`config.mk`:
```
export PLATFORM = sky130hd
export DESIGN_NAME = fetch_unit
export DESIGN_NICKNAME = d
export VERILOG_FILES = /design/src/rtl/fetch_unit.sv
export SDC_FILE = /design/constraint.sdc
export NUM_CORES = 1
export LEC_CHECK = 0
export BUFFER_PORTS_ARGS = -buffer_cell sky130_fd_sc_hd__buf_4
export CAP_MARGIN = 20
export CORE_AREA = 2 2 208 128
export DETAILED_ROUTE_END_ITERATION = 16
export DIE_AREA = 0 0 210 130
export GPL_ROUTABILITY_DRIVEN = 0
export SKIP_CTS_REPAIR_TIMING = 1
export SYNTH_ARGS = -nofsm -noshare
export SYNTH_HDL_FRONTEND = slang
export SYNTH_SLANG_ARGS = --single-unit
```
`constraint.sdc`:
```
create_clock -name clk_i -period 2.5 [get_ports clk_i]
set_input_delay 0 -clock clk_i [delete_from_list [all_inputs] [get_ports clk_i]]
set_output_delay 0 -clock clk_i [all_outputs]
set_load 0.02 [all_outputs]
```
`src/rtl/fetch_unit.sv`:
```
// Instruction fetch stage: one-outstanding ibus fetch feeding the fetch/decode register.
// Latency: an instruction reaches decode on the edge its data_ok is seen, or the first unstalled edge after that.
// Backpressure: stall holds the decode register; a fetch that completes while stalled parks in a one-entry buffer.
module fetch_unit (
    input  logic        clk_i,
    input  logic        resetn_i,
    input  logic        stall_i,
    input  logic        redirect_valid_i,
    input  logic [31:0] redirect_pc_i,
    output logic        ireq_valid_o,
    output logic [31:0] ireq_addr_o,
    input  logic        iresp_addr_ok_i,
    input  logic        iresp_data_ok_i,
    input  logic [31:0] iresp_data_i,
    output logic [31:0] instr_d_o,
    output logic [31:0] pc_d_o,
    output logic        valid_d_o
);

    localparam logic [31:0] RESET_PC = 32'hBFC0_0000;

    typedef enum logic [1:0] {
        ST_IDLE = 2'd0,
        ST_REQ  = 2'd1,
        ST_WAIT = 2'd2,
        ST_HOLD = 2'd3
    } state_e;

    state_e      state_q, state_d;
    logic [31:0] pc_q, pc_d;
    logic        ireq_valid_q, ireq_valid_d;
    logic        redir_pend_q, redir_pend_d;
    logic [31:0] redir_tgt_q, redir_tgt_d;
    logic [31:0] hold_buf_q, hold_buf_d;
    logic [31:0] dec_instr_q, dec_instr_d;
    logic [31:0] dec_pc_q, dec_pc_d;
    logic        dec_vld_q, dec_vld_d;

    logic        fetch_done;
    logic        deliver;
    logic [31:0] next_pc;

    // A fetch finishes on data_ok; in REQ the address must also be accepted in the same cycle.
    // An instruction is delivered from the bus or the hold buffer whenever decode is not stalled.
    always_comb begin
        fetch_done = ((state_q == ST_REQ) && iresp_addr_ok_i && iresp_data_ok_i) ||
                     ((state_q == ST_WAIT) && iresp_data_ok_i);
        deliver    = !stall_i && (fetch_done || (state_q == ST_HOLD));
        if (redirect_valid_i) begin
            next_pc = redirect_pc_i;
        end else if (redir_pend_q) begin
            next_pc = redir_tgt_q;
        end else begin
            next_pc = pc_q + 32'd4;
        end
    end

    // Next-state for the FSM, fetch PC, redirect tracking, hold buffer and decode register.
    always_comb begin
        state_d      = state_q;
        pc_d         = pc_q;
        redir_pend_d = redir_pend_q;
        redir_tgt_d  = redir_tgt_q;
        hold_buf_d   = hold_buf_q;
        dec_instr_d  = dec_instr_q;
        dec_pc_d     = dec_pc_q;
        dec_vld_d    = dec_vld_q;

        case (state_q)
            ST_IDLE: state_d = ST_REQ;
            ST_REQ: begin
                if (iresp_addr_ok_i) begin
                    if (iresp_data_ok_i) begin
                        state_d = stall_i ? ST_HOLD : ST_REQ;
                    end else begin
                        state_d = ST_WAIT;
                    end
                end
            end
            ST_WAIT: begin
                if (iresp_data_ok_i) begin
                    state_d = stall_i ? ST_HOLD : ST_REQ;
                end
            end
            ST_HOLD: begin
                if (!stall_i) begin
                    state_d = ST_REQ;
                end
            end
            default: state_d = ST_IDLE;
        endcase

        // Completed fetch that decode cannot take yet; pc still names it.
        if (fetch_done && stall_i) begin
            hold_buf_d = iresp_data_i;
        end

        if (deliver) begin
            dec_instr_d  = (state_q == ST_HOLD) ? hold_buf_q : iresp_data_i;
            dec_pc_d     = pc_q;
            dec_vld_d    = 1'b1;
            pc_d         = next_pc;
            redir_pend_d = 1'b0;
        end else begin
            if (!stall_i) begin
                dec_vld_d = 1'b0;
            end
            // Delay slot still in flight: remember where to go after it.
            if (redirect_valid_i) begin
                redir_pend_d = 1'b1;
                redir_tgt_d  = redirect_pc_i;
            end
        end

        ireq_valid_d = (state_d == ST_REQ) || (state_d == ST_WAIT);
    end

    // Single state register block; reset abandons any in-flight fetch.
    always_ff @(posedge clk_i or negedge resetn_i) begin
        if (!resetn_i) begin
            state_q      <= ST_IDLE;
            pc_q         <= RESET_PC;
            ireq_valid_q <= 1'b0;
            redir_pend_q <= 1'b0;
            redir_tgt_q  <= 32'd0;
            hold_buf_q   <= 32'd0;
            dec_instr_q  <= 32'd0;
            dec_pc_q     <= 32'd0;
            dec_vld_q    <= 1'b0;
        end else begin
            state_q      <= state_d;
            pc_q         <= pc_d;
            ireq_valid_q <= ireq_valid_d;
            redir_pend_q <= redir_pend_d;
            redir_tgt_q  <= redir_tgt_d;
            hold_buf_q   <= hold_buf_d;
            dec_instr_q  <= dec_instr_d;
            dec_pc_q     <= dec_pc_d;
            dec_vld_q    <= dec_vld_d;
        end
    end

    assign ireq_valid_o = ireq_valid_q;
    assign ireq_addr_o  = pc_q;
    assign instr_d_o    = dec_instr_q;
    assign pc_d_o       = dec_pc_q;
    assign valid_d_o    = dec_vld_q;

endmodule

```
==> results of run 1 <==
[cells in the final DEF, fill, tap and decap left out, types with 3 or more instances in the layout]
| master | instances |
|---|---|
| a21oi_1 | 17 |
| a222oi_1 | 5 |
| a22o_1 | 5 |
| a22oi_1 | 15 |
| a31oi_1 | 8 |
| and3_1 | 3 |
| buf_12 | 3 |
| buf_4 | 182 |
| clkbuf_16 | 17 |
| clkinv_4 | 3 |
| clkinvlp_4 | 4 |
| dfrtp_1 | 156 |
| dfstp_2 | 9 |
| dlygate4sd3_1 | 68 |
| inv_1 | 3 |
| inv_6 | 3 |
| mux2_1 | 10 |
| mux2_2 | 54 |
| mux2i_1 | 35 |
| nand2_1 | 158 |
| nand3_1 | 12 |
| nand4_1 | 11 |
| nand4_2 | 3 |
| nor2_1 | 26 |
| nor3_1 | 3 |
| nor4_1 | 3 |
| o21ai_0 | 71 |
| o21ai_1 | 11 |
| o22ai_1 | 4 |
| o311ai_1 | 3 |
| o31a_1 | 9 |
| or3_1 | 3 |
[through the flow]
| step | instance area (sq um) | hold WS, ps | total power [uW] | setup WS, ps |
|---|---|---|---|---|
| 2_1_floorplan | 7520 | -296 | 5940 | 488 |
| 6_report | 10500 | 113 | 10200 | 469 |
| 5_1_grt | 10500 | 146 | 10800 | 255 |
| 3_3_place_gp | 9190 | 27.9 | 7410 | 481 |
| 4_1_cts | 9780 | -453 | 10200 | 468 |
| 3_5_place_dp | 9190 | 33.1 | 7480 | 497 |
[routing by layer]
layer  up-vias  routed length (um)  global-route usage [%]
met5         -                  11                       0
met4         2                 282                    5.30
met3        25                1380                    4.72
met2       177                8910                    21.7
met1      3030               11000                    24.2
li1       3002                   -                       -
[worst min-delay path, stage by stage]
cell	delay [ps]
buf_4	290
a221oi_1	80
o21ai_1	130
[cell type report]
| cell class | count | area, sq um |
|---|---|---|
| clock buffers | 18 | 439 |
| well taps | 336 | 420 |
| inverters | 4 | 15.0 |
| fillers | 2500 | 15300 |
| repair buffers | 254 | 2120 |
| diodes | 1 | 2.50 |
| multi-input cells | 499 | 3180 |
| clock inverters | 14 | 153 |
| flip-flops and latches | 165 | 4140 |
[sequential cells by signal, indices dropped and copies added (netlist names)]
register / count
hold_buf_q: 32
instr_d_o: 32
ireq_addr_o: 32
pc_d_o: 32
redir_tgt_q: 32
state_q: 2
ireq_valid_o: 1
redir_pend_q: 1
valid_d_o: 1
[power breakdown]
group	total [uW]	switching (uW)	leakage [uW]	internal (uW)
Combinational	3270	1790	0.00253	1480
Sequential	4230	704	0.00199	3520
Clock	2670	1160	0.000279	1510
Total	10200	3650	0.00480	6510
[worst max path at each step]
stage	from	endpoint	slack, ps	depth (start not counted)
finish	ireq_addr_o[4]$_DFFE_PN0P_	ireq_addr_o[30]$_DFFE_PN0P_	470	5
global placement	ireq_addr_o[2]$_DFFE_PN0P_	ireq_addr_o[30]$_DFFE_PN0P_	480	6
floorplan	ireq_addr_o[2]$_DFFE_PN0P_	ireq_addr_o[24]$_DFFE_PN1P_	490	6
CTS	ireq_addr_o[4]$_DFFE_PN0P_	ireq_addr_o[26]$_DFFE_PN1P_	470	5
detailed placement	ireq_addr_o[4]$_DFFE_PN0P_	ireq_addr_o[30]$_DFFE_PN0P_	500	5
global route	ireq_addr_o[2]$_DFFE_PN0P_	ireq_addr_o[30]$_DFFE_PN0P_	260	6
[logic make-up after synthesis]
family                     after synthesis  synth area share [%]
and+or+nand+nor                        239                  14.4
DFF                                    165                  55.1
AOI/OAI and AO/OA                      159                  12.9
muxes                                   99                  14.2
buffers and inverters                   53                  3.06
xor gates and xnor gates                 1                 0.117
adders and majority gates                1                 0.166
==> flow_metrics.env, run 1 <==
export IMPL_ys_async_sr_fraction_pct=100
export IMPL_p_per_area_nw_per_um2=971
export IMPL_ys_seq_area_share_pct=55.1
export IMPL_io_buffers=167
export IMPL_hold_class="in -> reg"
export IMPL_grt_overflow=0
export IMPL_period_minus_slack_ps=2030
export IMPL_grt_pass1_wl_um=33500
export IMPL_yosysMostFrequentCell="nand2_1"
export IMPL_crit_path_end_kind="flip-flop"
export IMPL_dr_pass1_iters=5
export IMPL_ys_flop_type="dfrtp_1"
export IMPL_drt_total_wl_um=21600
export IMPL_worstPathRequired_ps=2810
export IMPL_drv_cap=0
export IMPL_setup_viol=0
export IMPL_worstPathArrival_ps=2340
export IMPL_area_delta_synth_final_pct=39.2
export IMPL_path_clk_slew_ps=70
export IMPL_clockBufferDepth=2
export IMPL_clkLatencyLatePin_ps=440
export IMPL_irDropWorstVdd_v=0.000539
export IMPL_crit_family="simple AND/OR/NAND/NOR gates"
export IMPL_p_leak_uw=0.00480
export IMPL_r2r_start="ireq_addr_o[4]$_DFFE_PN0P_"
export IMPL_synth_area_leaders="dfrtp_1 (52%), mux2_2 (8.1%), nand2_1 (7.9%)"
export IMPL_ys_top_cells_by_count="nand2_1 (158), dfrtp_1 (156), o21ai_0 (71)"
export IMPL_grt_pass1_vias=5682
export IMPL_status="finished, final reports clean"
export IMPL_yosys_area_top_type_share_pct=51.9
export IMPL_synthDistinctLibCells=49
export IMPL_worst_slew_pin_slew_ps=700
export IMPL_rows=46
export IMPL_netlist_area_sq_um=7520
export IMPL_synth_edf_count=0
export IMPL_cts_buffers=17
export IMPL_cpMaxStageDelayCell="dfrtp_1"
export IMPL_hold_start="redirect_valid_i"
export IMPL_syn_inst=717
export IMPL_core_sq_um=25700
export IMPL_fmax_mhz=492
export IMPL_yosys_warnings=0
export IMPL_critPathMaxStageDelay_ps=530
export IMPL_yosys_register_bits=165
export IMPL_path_class="reg -> reg"
export IMPL_post_dp_hpwl_um=14500
export IMPL_rr_worst_depth=5
export IMPL_final_setup_tns_ps=0
export IMPL_clock_sinks=165
export IMPL_slew_headroom_pct=53.3
export IMPL_syn_area_per_cell_sq_um=10.5
export IMPL_r2r_end="ireq_addr_o[30]$_DFFE_PN0P_"
export IMPL_start_util_pct=29.2
export IMPL_fp_dieW_um=210
export IMPL_htree_levels=4
export IMPL_final_antenna_net_count=0
export IMPL_grt_max_degree=72
export IMPL_maxSlewViolCount=0
export IMPL_final_nets=1012
export IMPL_finalCritPeriodShare_pct=81.2
export IMPL_grt_usage_pct=16.1
export IMPL_via_count=6236
export IMPL_syn_num_nets=788
export IMPL_drive_gt1_share_pct=30.9
export IMPL_fin_skew_ps=9.10
export IMPL_cp_cell_sequence="nand3_2 -> nor4_4 -> nand3_1 -> o311ai_1 -> o21ai_1"
export IMPL_critical_path_max_fanout=9
export IMPL_holdPathStages=3
export IMPL_rsz0062_at_grt="no"
export IMPL_die_height_um=130
export IMPL_whs_endpoint="ireq_addr_o[13]$_DFFE_PN0P_"
export IMPL_tritoncts="built"
export IMPL_dp_cells=1190
export IMPL_yosysTopAreaCell="dfrtp_1"
export IMPL_start_kind="flip-flop"
export IMPL_wire_per_inst_um=16.8
export IMPL_rrSetupSlack_ps=470
export IMPL_post_route_util_pct=40.7
export IMPL_viasPerCell=4.83
export IMPL_die_area_sq_um=27300
export IMPL_drc=0
export IMPL_drtIter0Drc=410
export IMPL_layout_cells_non_filler=1291
export IMPL_io_pins=168
export IMPL_root_buffer="clkbuf_16"
export IMPL_hold_viol=0
export IMPL_antenna_found_initial=2
export IMPL_worstPathBufferInverterCount=0
No activity file was read; power rests on OpenSTA's default activity.
==> run 2: changes to the inputs <==
==> constraint.sdc (replaced) <==
create_clock -name clk_i -period 2.02 [get_ports clk_i]
set_input_delay 0 -clock clk_i [delete_from_list [all_inputs] [get_ports clk_i]]
set_output_delay 0 -clock clk_i [all_outputs]
set_load 0.02 [all_outputs]
==> run 2 against run 1 <==
Against the previous run: the flow now finishes with violations (hold timing); setup slack worse by 340 ps; utilization is 1.1 points higher; critical path depth is 1 higher; critical endpoint is now ireq_addr_o[29]$_DFFE_PN1P_.
==> flow_metrics.env, run 2 (synthesis gave the netlist of run 1 again) <==
export IMPL_final_common_cell="buf_4"
export IMPL_crit_path_end_kind="flip-flop"
export IMPL_root_buffer="clkbuf_16"
export IMPL_io_buffers=167
export IMPL_drive_gt1_share_pct=32.4
export IMPL_setup_slack_ps=125
export IMPL_final_nets=1035
export IMPL_viasPerCell=4.83
export IMPL_wire_per_inst_um=16.9
export IMPL_status="finished with violations"
export IMPL_r2r_start="ireq_addr_o[4]$_DFFE_PN0P_"
export IMPL_pre_cts_slack_ps=-31.6
export IMPL_cts_buffers=17
export IMPL_slew_headroom_pct=55.8
export IMPL_rsz0062_at_grt="yes"
export IMPL_drv_cap=0
export IMPL_worst_slew_pin_slew_ps=663
export IMPL_r2r_end="ireq_addr_o[29]$_DFFE_PN1P_"
export IMPL_worstPathRequired_ps=2400
export IMPL_placed_cell_area_sq_um=9380
export IMPL_die_area_sq_um=27300
export IMPL_rr_worst_depth=6
export IMPL_pwr_share_seq_pct=40.1
export IMPL_finalCritPeriodShare_pct=93.8
export IMPL_worstPathArrival_ps=2270
export IMPL_p_per_area_nw_per_um2=1200
export IMPL_hold_viol=2
export IMPL_critical_path_max_fanout=7
export IMPL_internal_power_uw=8430
export IMPL_start_util_pct=29.2
export IMPL_die_height_um=130
export IMPL_final_cell_mix="buf_4 (199), nand2_1 (158), dfrtp_1 (155)"
export IMPL_final_area_sq_um=10700
export IMPL_combPwrFrac_pct=33.2
export IMPL_whs_endpoint="ireq_addr_o[5]$_DFFE_PN0P_"
export IMPL_holdPathStages=3
export IMPL_drc=0
export IMPL_fp_dieW_um=210
export IMPL_fillCellCount=2502
export IMPL_fmax_mhz=528
export IMPL_via_count=6352
export IMPL_grt_usage_pct=16.3
export IMPL_whs_ps=-18.8
export IMPL_p_clk_share_pct=26.7
export IMPL_power_total_uw=12900
export IMPL_rows=46
export IMPL_path_class="reg -> reg"
export IMPL_tritoncts="built"
export IMPL_core_sq_um=25700
export IMPL_maxSlewViolCount=0
export IMPL_start_kind="flip-flop"
export IMPL_clockBufferDepth=2
export IMPL_grt_overflow=0
export IMPL_irDropWorstVdd_v=0.000615
export IMPL_hold_class="in -> reg"
export IMPL_violations="hold timing"
export IMPL_antenna_found_initial=1
export IMPL_clock_sinks=165
export IMPL_period_minus_slack_ps=1890
export IMPL_io_pins=168
export IMPL_p_leak_uw=0.00494
export IMPL_final_antenna_net_count=0
export IMPL_fin_skew_ps=7.17
export IMPL_drt_total_wl_um=22200
export IMPL_htree_levels=4
export IMPL_area_delta_synth_final_pct=42.9
export IMPL_clkLatencyLatePin_ps=430
export IMPL_setup_viol=0
export IMPL_grt_pass1_vias=5735
export IMPL_dr_pass1_iters=5
export IMPL_hold_start="redirect_valid_i"
export IMPL_rrSetupSlack_ps=130
export IMPL_p_sw_uw=4500
export IMPL_grt_max_degree=73
export IMPL_path_clk_slew_ps=60
export IMPL_grt_pass1_wl_um=33800
export IMPL_post_dp_hpwl_um=15000
export IMPL_switching_share_pct=34.8
export IMPL_drtIter0Drc=492
run 2: cell types whose count changed in the layout (fill, tap and decap cells not counted), moves of 2 or more:
cell,change
clkinv_4,-3
bufinv_16,+2
buf_12,+5
buf_4,+17
clkbuf_1,+4
inv_6,-3
run 2: metrics by stage:
| stage | TNS, ps | util, % | cells |
|---|---|---|---|
| 6_report | 0 | 41.8 | 1314 |
| 3_3_place_gp | 0 | 36.5 | 1207 |
| 5_1_grt | -52.5 | 41.7 | 1313 |
| 3_5_place_dp | -45.4 | 36.5 | 1207 |
| 2_1_floorplan | 0 | - | 717 |
| 4_1_cts | -71.9 | 38.8 | 1238 |
run 2: cell type report:
class | count | area [sq um] | area share, %
clock inverter | 9 | 153 | 1.42
clock buffer | 22 | 454 | 4.23
tap | 336 | 420 | 3.91
multi-input combinational | 499 | 3200 | 29.8
inverter | 4 | 15.0 | 0.140
timing repair buffer | 277 | 2360 | 21.9
antenna | 2 | 5.00 | 0.0466
sequential | 165 | 4140 | 38.6
run 2: metal layers:
layer  part of all wire [%]  vias to the layer above  track usage [%]
met3                    6.2                       14             5.37
met5                      0                        -                0
li1                       -                     3049                -
met1                     51                     3109             25.0
met2                     42                      180             21.7
met4                   0.77                        0             3.50
run 2: critical path, cell delays in order (launching register included):
cell,delay (ps)
dfrtp_1,520
nand4_4,200
nor4_4,300
buf_4,180
nand4_1,120
or4_1,420
nand3_1,90
run 2: power by group through the flow:
stage                     logic, uW  registers, uW  clock network [uW]
final                          4300           5190                3450
after global routing           4680           5340                3700
after CTS                      4200           5170                3550
after detailed placement       4190           5220                   0
after global placement         4140           5190                   0
after floorplan                1520           5830                   0
run 2: how the worst max path moves through the flow:
stage                           startpoint                     endpoint  slack (ps)
6_report        ireq_addr_o[4]$_DFFE_PN0P_  ireq_addr_o[29]$_DFFE_PN1P_         130
5_1_grt        ireq_addr_o[12]$_DFFE_PN0P_  ireq_addr_o[30]$_DFFE_PN0P_         -50
4_1_cts         ireq_addr_o[2]$_DFFE_PN0P_  ireq_addr_o[30]$_DFFE_PN0P_         -40
3_5_place_dp    ireq_addr_o[2]$_DFFE_PN0P_  ireq_addr_o[30]$_DFFE_PN0P_         -30
3_3_place_gp    ireq_addr_o[2]$_DFFE_PN0P_  ireq_addr_o[30]$_DFFE_PN0P_          40
2_1_floorplan   ireq_addr_o[2]$_DFFE_PN0P_  ireq_addr_o[24]$_DFFE_PN1P_           8
